**src/rtl/battle_menu_pkg.sv**
```systemverilog
`default_nettype none
// ============================================================================
//  Module      : battle_menu_pkg
//  Description : Shared types and constants for the player-turn battle menu:
//                command actions, controller states and grid cell indices.
//  Revision    : 1.0  initial release
// ============================================================================
package battle_menu_pkg;

    // Command handed to the battle engine; encoding matches the main grid cell.
    typedef enum logic [1:0] {
        FIGHT  = 2'd0,
        BAG    = 2'd1,
        SWITCH = 2'd2,
        RUN    = 2'd3
    } action_e;

    // Controller states with an explicit 3-bit encoding.
    typedef enum logic [2:0] {
        S_WAIT  = 3'd0,
        S_MAIN  = 3'd1,
        S_MOVE  = 3'd2,
        S_ISSUE = 3'd3,
        S_LOCK  = 3'd4
    } state_e;

    // 2x2 grid cell index: bit1 = row, bit0 = col.
    typedef logic [1:0] grid_idx_t;

    localparam grid_idx_t CUR_FIGHT = 2'd0;
    localparam int        ROW_BIT   = 1;
    localparam int        COL_BIT   = 0;

endpackage : battle_menu_pkg
`default_nettype wire

```
**src/rtl/menu_grid_cursor.sv**
```systemverilog
`default_nettype none
// ============================================================================
//  Module      : menu_grid_cursor
//  Description : 2x2 saturating cursor register. Up/down select the row,
//                left/right select the column; opposing presses in the same
//                axis cancel. Clear has priority over enable. A single
//                instance serves both the main grid and the move grid.
//  Revision    : 1.0  initial release
// ============================================================================
module menu_grid_cursor
    import battle_menu_pkg::*;
(
    input  logic       clk,
    input  logic       rst_n,
    input  logic       up,
    input  logic       down,
    input  logic       left,
    input  logic       right,
    input  logic       clr,
    input  logic       en,
    output logic [1:0] cursor
);

    grid_idx_t r_cursor;

    // Cursor register: clear wins, otherwise apply unopposed directions.
    always_ff @(posedge clk or negedge rst_n) begin
        if (!rst_n) begin
            r_cursor <= CUR_FIGHT;
        end else if (clr) begin
            r_cursor <= CUR_FIGHT;
        end else if (en) begin
            if (up && !down) begin
                r_cursor[ROW_BIT] <= 1'b0;
            end else if (down && !up) begin
                r_cursor[ROW_BIT] <= 1'b1;
            end
            if (left && !right) begin
                r_cursor[COL_BIT] <= 1'b0;
            end else if (right && !left) begin
                r_cursor[COL_BIT] <= 1'b1;
            end
        end
    end

    assign cursor = r_cursor;

endmodule : menu_grid_cursor
`default_nettype wire

```
**src/rtl/battle_menu_ctrl.sv**
```systemverilog
`default_nettype none
// ============================================================================
//  Module      : battle_menu_ctrl
//  Description : Player-turn battle menu controller. Navigates the 2x2 main
//                grid (FIGHT/BAG/SWITCH/RUN) and the 2x2 move grid from
//                one-cycle button pulses, hands one command per turn to the
//                battle engine over valid/ready, then ignores input for
//                LOCKOUT cycles before waiting for the next turn.
//  Revision    : 1.0  initial release
// ============================================================================
module battle_menu_ctrl
    import battle_menu_pkg::*;
#(
    parameter int LOCKOUT = 16,
    parameter int LOCK_W  = $clog2(LOCKOUT + 1)
) (
    input  logic       clk,
    input  logic       rst_n,
    input  logic       up_p,
    input  logic       down_p,
    input  logic       left_p,
    input  logic       right_p,
    input  logic       a_p,
    input  logic       b_p,
    input  logic       menu_en,
    input  logic [3:0] move_ok,
    input  logic       cmd_ready,
    output logic       cmd_valid,
    output logic [1:0] cmd_action,
    output logic [1:0] cmd_move,
    output logic       cmd_struggle,
    output logic [1:0] cursor,
    output logic       in_move_menu
);

    // A zero lockout still needs a one-bit counter to keep the RTL legal.
    localparam int                c_cnt_w     = (LOCK_W > 0) ? LOCK_W : 1;
    localparam logic [c_cnt_w-1:0] c_cnt_one  = 1;
    localparam logic [c_cnt_w-1:0] c_cnt_load = c_cnt_w'(LOCKOUT);

    state_e              r_state;
    logic                r_cmd_valid;
    action_e             r_cmd_action;
    grid_idx_t           r_cmd_move;
    logic                r_cmd_struggle;
    logic                r_in_move_menu;
    logic [c_cnt_w-1:0]  r_lock_cnt;

    grid_idx_t           w_cursor;
    logic                w_cur_clr;
    logic                w_cur_en;
    logic                w_sel_ok;
    logic                w_all_dead;

    assign w_sel_ok   = move_ok[w_cursor];
    assign w_all_dead = (move_ok == 4'b0000);

    // Cursor control: clear on menu entry/exit and grid changes; move only
    // when no A/B press is present in a navigable state.
    always_comb begin
        w_cur_clr = 1'b0;
        w_cur_en  = 1'b0;
        case (r_state)
            S_WAIT: begin
                w_cur_clr = menu_en;
            end
            S_MAIN: begin
                if (!menu_en) begin
                    w_cur_clr = 1'b1;
                end else if (b_p) begin
                    w_cur_clr = 1'b0;
                end else if (a_p) begin
                    w_cur_clr = (w_cursor == CUR_FIGHT);
                end else begin
                    w_cur_en = 1'b1;
                end
            end
            S_MOVE: begin
                if (!menu_en || b_p) begin
                    w_cur_clr = 1'b1;
                end else if (!a_p) begin
                    w_cur_en = 1'b1;
                end
            end
            default: begin
                w_cur_clr = 1'b0;
                w_cur_en  = 1'b0;
            end
        endcase
    end

    menu_grid_cursor u_cursor (
        .clk    (clk),
        .rst_n  (rst_n),
        .up     (up_p),
        .down   (down_p),
        .left   (left_p),
        .right  (right_p),
        .clr    (w_cur_clr),
        .en     (w_cur_en),
        .cursor (w_cursor)
    );

    // Menu state machine with registered command and menu outputs.
    always_ff @(posedge clk or negedge rst_n) begin
        if (!rst_n) begin
            r_state        <= S_WAIT;
            r_cmd_valid    <= 1'b0;
            r_cmd_action   <= FIGHT;
            r_cmd_move     <= 2'd0;
            r_cmd_struggle <= 1'b0;
            r_in_move_menu <= 1'b0;
            r_lock_cnt     <= '0;
        end else begin
            case (r_state)
                S_WAIT: begin
                    // A new turn always opens on the main grid.
                    if (menu_en) begin
                        r_state        <= S_MAIN;
                        r_in_move_menu <= 1'b0;
                    end
                end
                S_MAIN: begin
                    if (!menu_en) begin
                        r_state        <= S_WAIT;
                        r_in_move_menu <= 1'b0;
                    end else if (!b_p && a_p) begin
                        if (w_cursor == CUR_FIGHT) begin
                            r_state        <= S_MOVE;
                            r_in_move_menu <= 1'b1;
                        end else begin
                            r_state        <= S_ISSUE;
                            r_cmd_valid    <= 1'b1;
                            r_cmd_action   <= action_e'(w_cursor);
                            r_cmd_move     <= 2'd0;
                            r_cmd_struggle <= 1'b0;
                        end
                    end
                end
                S_MOVE: begin
                    if (!menu_en) begin
                        r_state        <= S_WAIT;
                        r_in_move_menu <= 1'b0;
                    end else if (b_p) begin
                        r_state        <= S_MAIN;
                        r_in_move_menu <= 1'b0;
                    end else if (a_p) begin
                        // A dead move is ignored unless every move is dead,
                        // in which case the engine is told to struggle.
                        if (w_sel_ok) begin
                            r_state        <= S_ISSUE;
                            r_cmd_valid    <= 1'b1;
                            r_cmd_action   <= FIGHT;
                            r_cmd_move     <= w_cursor;
                            r_cmd_struggle <= 1'b0;
                        end else if (w_all_dead) begin
                            r_state        <= S_ISSUE;
                            r_cmd_valid    <= 1'b1;
                            r_cmd_action   <= FIGHT;
                            r_cmd_move     <= 2'd0;
                            r_cmd_struggle <= 1'b1;
                        end
                    end
                end
                S_ISSUE: begin
                    // Command fields stay put; they remain readable afterwards.
                    if (r_cmd_valid && cmd_ready) begin
                        r_cmd_valid <= 1'b0;
                        if (LOCKOUT == 0) begin
                            r_state <= S_WAIT;
                        end else begin
                            r_state    <= S_LOCK;
                            r_lock_cnt <= c_cnt_load;
                        end
                    end
                end
                S_LOCK: begin
                    // Leaving at count 1 yields exactly LOCKOUT cycles here.
                    if (r_lock_cnt <= c_cnt_one) begin
                        r_state    <= S_WAIT;
                        r_lock_cnt <= '0;
                    end else begin
                        r_lock_cnt <= r_lock_cnt - c_cnt_one;
                    end
                end
                default: begin
                    r_state <= S_WAIT;
                end
            endcase
        end
    end

    assign cmd_valid    = r_cmd_valid;
    assign cmd_action   = r_cmd_action;
    assign cmd_move     = r_cmd_move;
    assign cmd_struggle = r_cmd_struggle;
    assign cursor       = w_cursor;
    assign in_move_menu = r_in_move_menu;

endmodule : battle_menu_ctrl
`default_nettype wire

```
**config.mk**
```make
export PLATFORM = sky130hd
export DESIGN_NAME = battle_menu_ctrl
export DESIGN_NICKNAME = d
export VERILOG_FILES = /design/src/rtl/battle_menu_pkg.sv /design/src/rtl/menu_grid_cursor.sv /design/src/rtl/battle_menu_ctrl.sv
export SDC_FILE = /design/constraint.sdc
export NUM_CORES = 1
export LEC_CHECK = 0
export ABC_AREA = 0
export CAP_MARGIN = 40
export CORE_MARGIN = 3
export CORE_UTILIZATION = 49
export CTS_BUF_LIST = sky130_fd_sc_hd__clkbuf_16
export DETAILED_ROUTE_END_ITERATION = 10
export PLACE_DENSITY_LB_ADDON = 0.25
export RECOVER_POWER = 25
export SETUP_SLACK_MARGIN = 0.1
export SYNTH_ARGS = -nofsm -noshare
export SYNTH_HDL_FRONTEND = slang
export SYNTH_SLANG_ARGS = --single-unit
export TNS_END_PERCENT = 5
```
**constraint.sdc**
```tcl
create_clock -name clk -period 2.4 [get_ports clk]
set_input_delay 0.48 -clock clk [delete_from_list [all_inputs] [get_ports clk]]
set_output_delay 0.48 -clock clk [all_outputs]
set_load 0.01 [all_outputs]
```
==> impl_metrics.ini, run 1 <==
[cts]
clock_latency_ns = 0.25
htreeDepth = 1
cts_tree = yes
cts.sinks = 17
clock-root-buffer = clkbuf_16
cts_made_buffers = 3
clkTransAtPathRegs_ns = 0.05
cts_buffer_depth = 2
hold_buffers = 0

[hold_path]
min_path_cells = 1
hold_path.class = flop to flop
min_to = cmd_move[1]$_DFFE_PN0P_
hold_path.startpoint = cmd_move[1]$_DFFE_PN0P_

[floorplanning]
initial_utilization = 0.531
die_area_um2 = 2760
die_x_um = 52.6
coreArea_um2 = 2000
rows = 16
ios = 23
die_h_um = 52.6

[detailed_routing]
dr_wl_met2_mm = 1.29
drt-met1-wl_mm = 1.04
post_drt_wl_per_cell_um = 14.4
wl_mm = 2.44
drtIter0Drc = 8
via_per_inst = 5.59
highest_layer = met4
final_antenna_net_count = 0
drc = 0
met3WireLength_um = 64
firstDrtPassIters = 4
vias = 945

[critical_path]
critPathSlowestCell = mux4_2
slowest_delay_ns = 0.55
path_cells = mux4_2 -> or3_4 -> o311a_4 -> mux2_4
cp-startpoint = u_cursor.cursor[0]$_DFFE_PN0P_
r2r_cells = 4
ff2ff_setup_slack_ns = 0.21
required_ns = 2.53
crit_type = flop to flop
cp_max_fo = 5
rr_endpoint = r_state[0]$_DFFE_PN0P_
r2r_start = u_cursor.cursor[0]$_DFFE_PN0P_
worstSetupEndpointType = flop
start_kind = flop
arrival_ns = 2.33

[yosys]
ys_types = 39
synthArstFlopShare = 1.00
yosysWarnings = 0
yosys_most_used_dff = dfrtp_1
syn_area_per_cell_um2 = 9.93
synth.largest_area_cell = dfrtp_1
synth_edf_count = 0
synthCells = 107
synthTopCellsByCount = dfrtp_1, inv_1, nand2_1, nor2_1
syn_nets = 125
ys_seq_elements = 17
ys_seq_area_frac = 0.400
synth_area_um2 = 1060
synth_area_leaders = dfrtp_1, ha_1, mux2i_1
synthMostInstantiatedCell = dfrtp_1
yosysTopAreaCellShare = 0.400

[sta]
fin_setup_tns_ns = 0
whs_ns = 0.505
finalCritPeriodShare = 0.914
final_max_slew_viol_count = 0
worst_pin_slew_ns = 0.744
rsz0062_at_grt = no
fmax_mhz = 456
timing.slew.headroom = 0.502
hold_viol_final = 0
final.min_clock_period_ns = 2.19
setup_viol = 0
fin_worst_skew_ns = 0.00424

[placement]
place.gp.congestion = 0.789
dpl.hpwl_mm = 1.81
io_buffer_count = 22

[layout]
fillers = 135
antenna_cells = 0
nNetsFinal = 161
drive_above_1_share = 0.190
syn2layout_area_growth_pct = 40.5
multi_input_area_um2 = 608
seqCellArea_um2 = 425

[grt]
grt_pass1_vias = 898
antenna_found_initial = 0
grt_max_degree = 18
grt_usage = 0.190
grt_overflow = 0
grt_pass1_wl_mm = 3.84

[power_and_ir_drop]
p_leak_nw = 0.706
cellPowerDensity_nw_per_um2 = 784
ir_drop_uv = 493

[run]
max-cap-violations = 0

[run_status]
status = completed
[where the power goes]
group / switching (mW) / internal, mW
clock network: 0.106 / 0.221
logic: 0.206 / 0.249
registers: 0.0450 / 0.344
[layout by cell type, fill, tap and decap left out, drive strengths merged, types with 2 or more instances in the layout]
master / count
o21ai: 3
a21oi: 2
buf: 12
nor2b: 3
xnor2: 2
o2bb2ai: 3
nor2: 7
mux2: 4
nor3: 4
dlymetal6s2s: 4
clkbuf: 3
ha: 4
dfrtp: 17
nand2b: 4
nand2: 7
or2: 2
a211oi: 2
inv: 8
mux2i: 5
a31oi: 3
clkdlybuf4s50: 17
nor3b: 5
nand3: 3
[area by class of cell]
cell class              instances  share of cell area
clock buffers                   3              0.0503
clock inverters                 1             0.00251
inverters                       7              0.0176
multi-input cells              80               0.407
flip-flops and latches         17               0.285
well taps                      27              0.0226
repair buffers                 34               0.215
[routing by layer]
metal | global-route usage | up-vias
met5 | 0 | -
met4 | 0.0894 | 0
met3 | 0.0256 | 4
met2 | 0.333 | 17
met1 | 0.227 | 464
li1 | - | 460
[how the worst max path moves through the flow]
stage,to,slack [ns]
detailed placement,r_state[0]$_DFFE_PN0P_,-0.13
global placement,r_state[0]$_DFFE_PN0P_,-0.11
global route,r_state[0]$_DFFE_PN0P_,0.14
floorplan,r_state[0]$_DFFE_PN0P_,0.30
CTS,r_state[0]$_DFFE_PN0P_,0.13
finish,r_state[0]$_DFFE_PN0P_,0.21
[worst max-delay path: cells and delay by family (launching register included)]
kind	cells	cell delay, ns
mux	2	0.84
flops	1	0.44
compound gates	1	0.39
simple gates	1	0.41
[metrics by stage]
stage / cells / total power [mW] / util / worst slack [ns] / instance area [µm²]
6_report: 169 / 1.17 / 0.746 / 0.207 / 1490
5_1_grt: 169 / 1.24 / 0.746 / 0.142 / 1490
4_1_cts: 169 / 1.17 / 0.733 / 0.129 / 1470
3_5_place_dp: 165 / 0.834 / 0.693 / -0.129 / 1390
3_3_place_gp: 165 / 0.824 / 0.693 / -0.106 / 1390
2_1_floorplan: 107 / 0.649 / - / 0.298 / 1060
[cells by family (layout without fill, tap and decap cells)]
family,count (synthesis),in the layout,synth area share
xor+xnor,2,2,0.0165
flops,17,17,0.400
buf+inv,10,45,0.0424
fa+ha+maj,4,4,0.0471
mux,10,10,0.114
simple gates,43,43,0.227
compound gates,21,21,0.152
[sequential cells by signal (all words and copies together) (netlist names)]
name / flops
cmd_move: 2
cmd_action: 2
cmd_struggle: 1
u_cursor.cursor: 2
r_lock_cnt: 5
r_state: 3
in_move_menu: 1
cmd_valid: 1
[what timing repair did]
item                                    in CTS  in global routing
endpoints found under the setup margin       0                  1
gates resized for setup                      0                  6
setup buffers                                0                  0
Note: power is estimated with default switching activity, not from simulation.
==> run 2, diff against run 1 <==
--- a/config.mk
+++ b/config.mk
@@ -8,7 +8,7 @@
 export ABC_AREA = 0
 export CAP_MARGIN = 40
 export CORE_MARGIN = 3
-export CORE_UTILIZATION = 49
+export CORE_UTILIZATION = 45
 export CTS_BUF_LIST = sky130_fd_sc_hd__clkbuf_16
 export DETAILED_ROUTE_END_ITERATION = 10
 export PLACE_DENSITY_LB_ADDON = 0.25
==> constraint.sdc (replaced) <==
create_clock -name clk -period 1.9 [get_ports clk]
set_input_delay 0.38 -clock clk [delete_from_list [all_inputs] [get_ports clk]]
set_output_delay 0.38 -clock clk [all_outputs]
set_load 0.01 [all_outputs]
==> run 2 against run 1 <==
Effect of this change:
- the flow now finishes with violations (negative setup slack)
- flip-flop and latch count did not move
- sequential power rose by 25%
- first-iteration DRC count rose to 2.9 times the previous value
- worst setup slack got worse by 0.37 ns
- clock power rose by 29%
- total power rose by 35%
- non-clock buffer count rose by 17
==> impl_metrics.ini, run 2 (synthesis results as in run 1) <==
[grt]
grt_pass1_wl_mm = 4.65
grt_overflow = 0
grt_pass1_vias = 1060
grt_usage = 0.223
antenna_found_initial = 0
grt_max_degree = 18

[floorplanning]
die_h_um = 54.6
die_x_um = 54.6
die_area_um2 = 2980
ios = 23
rows = 16
initial_utilization = 0.505
coreArea_um2 = 2100

[layout]
final_cell_mix = buf_4, dfrtp_1, clkdlybuf4s50_1
reg_top3 = r_lock_cnt (5), r_state (3)
fin_cells = 186
syn2layout_area_growth_pct = 54.2
top_register = r_lock_cnt
nNetsFinal = 178
largest_reg_flops = 5
stdcell_area_um2 = 1640
finish.utilization = 0.779
antenna_cells = 0
drive_above_1_share = 0.296
final_common_cell = buf_4

[placement]
io_buffer_count = 22
dpl.hpwl_mm = 2.10
place.gp.congestion = 0.725
dpl.cell_count = 181
dp_worst_setup_slack_ns = -0.534
placed_area_um2 = 1510

[critical_path]
crit_type = flop to flop
cp_max_fo = 4
worstSetupEndpointType = flop
arrival_ns = 2.20
rr_endpoint = r_state[0]$_DFFE_PN0P_
required_ns = 2.03
r2r_start = u_cursor.cursor[0]$_DFFE_PN0P_
start_kind = flop
ff2ff_setup_slack_ns = -0.17
r2r_cells = 4

[sta]
whs_ns = 0.512
timing.slew.headroom = 0.329
fmax_mhz = 484
final.min_clock_period_ns = 2.07
fin_worst_skew_ns = 0.00144
hold_viol_final = 0
worst_pin_slew_ns = 1.01
fin_ws_ns = -0.167
finalCritPeriodShare = 1.09
setup_viol = 8
final_max_slew_viol_count = 0
fin_setup_tns_ns = -0.536
rsz0062_at_grt = yes

[run_status]
status = finished, violations left
failed_checks = negative setup slack

[cts]
cts.sinks = 17
clkTransAtPathRegs_ns = 0.05
cts_made_buffers = 3
clock_latency_ns = 0.25
clock-root-buffer = clkbuf_16
cts_tree = yes
htreeDepth = 1
cts_buffer_depth = 2

[detailed_routing]
vias = 1031
dr_wl_met2_mm = 1.60
drtIter0Drc = 23
via_per_inst = 5.54
firstDrtPassIters = 4
post_drt_wl_per_cell_um = 15.8
wl_mm = 2.94
final_antenna_net_count = 0
met3WireLength_um = 145
drt-met1-wl_mm = 1.18
highest_layer = met4
drc = 0

[hold_path]
min_path_cells = 1
hold_path.class = flop to flop
min_to = in_move_menu$_DFFE_PN0P_
hold_path.startpoint = in_move_menu$_DFFE_PN0P_

[power_and_ir_drop]
p_leak_nw = 0.791
cellPowerDensity_nw_per_um2 = 966
p_total_mw = 1.58
ir_drop_uv = 847

[run]
max-cap-violations = 0
## run 2: changes by cell type in the layout (fill, tap and decap cells not counted), moves of 2 or more
cell	previous run	this run
buf_4	12	28
clkdlybuf4s50_1	17	15
dlygate4sd2_1	0	5
dlymetal6s2s_1	4	1
nor3_1	4	2
nor3_2	0	2
## run 2: worst max-delay path, cell delays in order (launching register included)
cell and delay, ns:
dfrtp_1 0.40, mux4_2 0.54, or3_4 0.40, o311a_4 0.33, mux2_4 0.29
## run 2: per-layer routing
metal,up-vias,GRT usage
li1,500,-
met1,499,0.249
met2,29,0.421
met3,3,0.0572
met4,0,0.0373
met5,-,0
## run 2: cell type report
cell class	instances	area [µm²]
inverters	7	26.3
well taps	27	33.8
repair buffers	51	430
clock inverters	1	5.00
multi-input cells	80	642
clock buffers	3	75.1
fillers	142	464
flip-flops and latches	17	425
## run 2: worst max path at each step
stage                              startpoint                      to  slack (ns)
6_report       u_cursor.cursor[0]$_DFFE_PN0P_  r_state[0]$_DFFE_PN0P_       -0.17
5_1_grt        u_cursor.cursor[0]$_DFFE_PN0P_  r_state[0]$_DFFE_PN0P_       -0.21
4_1_cts        u_cursor.cursor[0]$_DFFE_PN0P_  r_state[0]$_DFFE_PN0P_       -0.21
3_5_place_dp                       move_ok[3]  r_state[0]$_DFFE_PN0P_       -0.53
3_3_place_gp                       move_ok[3]  r_state[0]$_DFFE_PN0P_       -0.51
2_1_floorplan  u_cursor.cursor[0]$_DFFE_PN0P_  r_state[0]$_DFFE_PN0P_       -0.20
## run 2: power breakdown
group          internal (mW)  leakage, nW  total (mW)  switching [mW]
sequential             0.434        0.225       0.485          0.0506
clock                  0.282       0.0409       0.421           0.139
combinational          0.362        0.525       0.677           0.315
total                   1.08        0.791        1.58           0.506
## run 2: timing repair
item,CTS,global route
endpoints found under the setup margin,10,12
buffers inserted,1,0
pin swaps,4,2
gates cloned,0,0
hold buffers,0,0
resized for setup,10,3
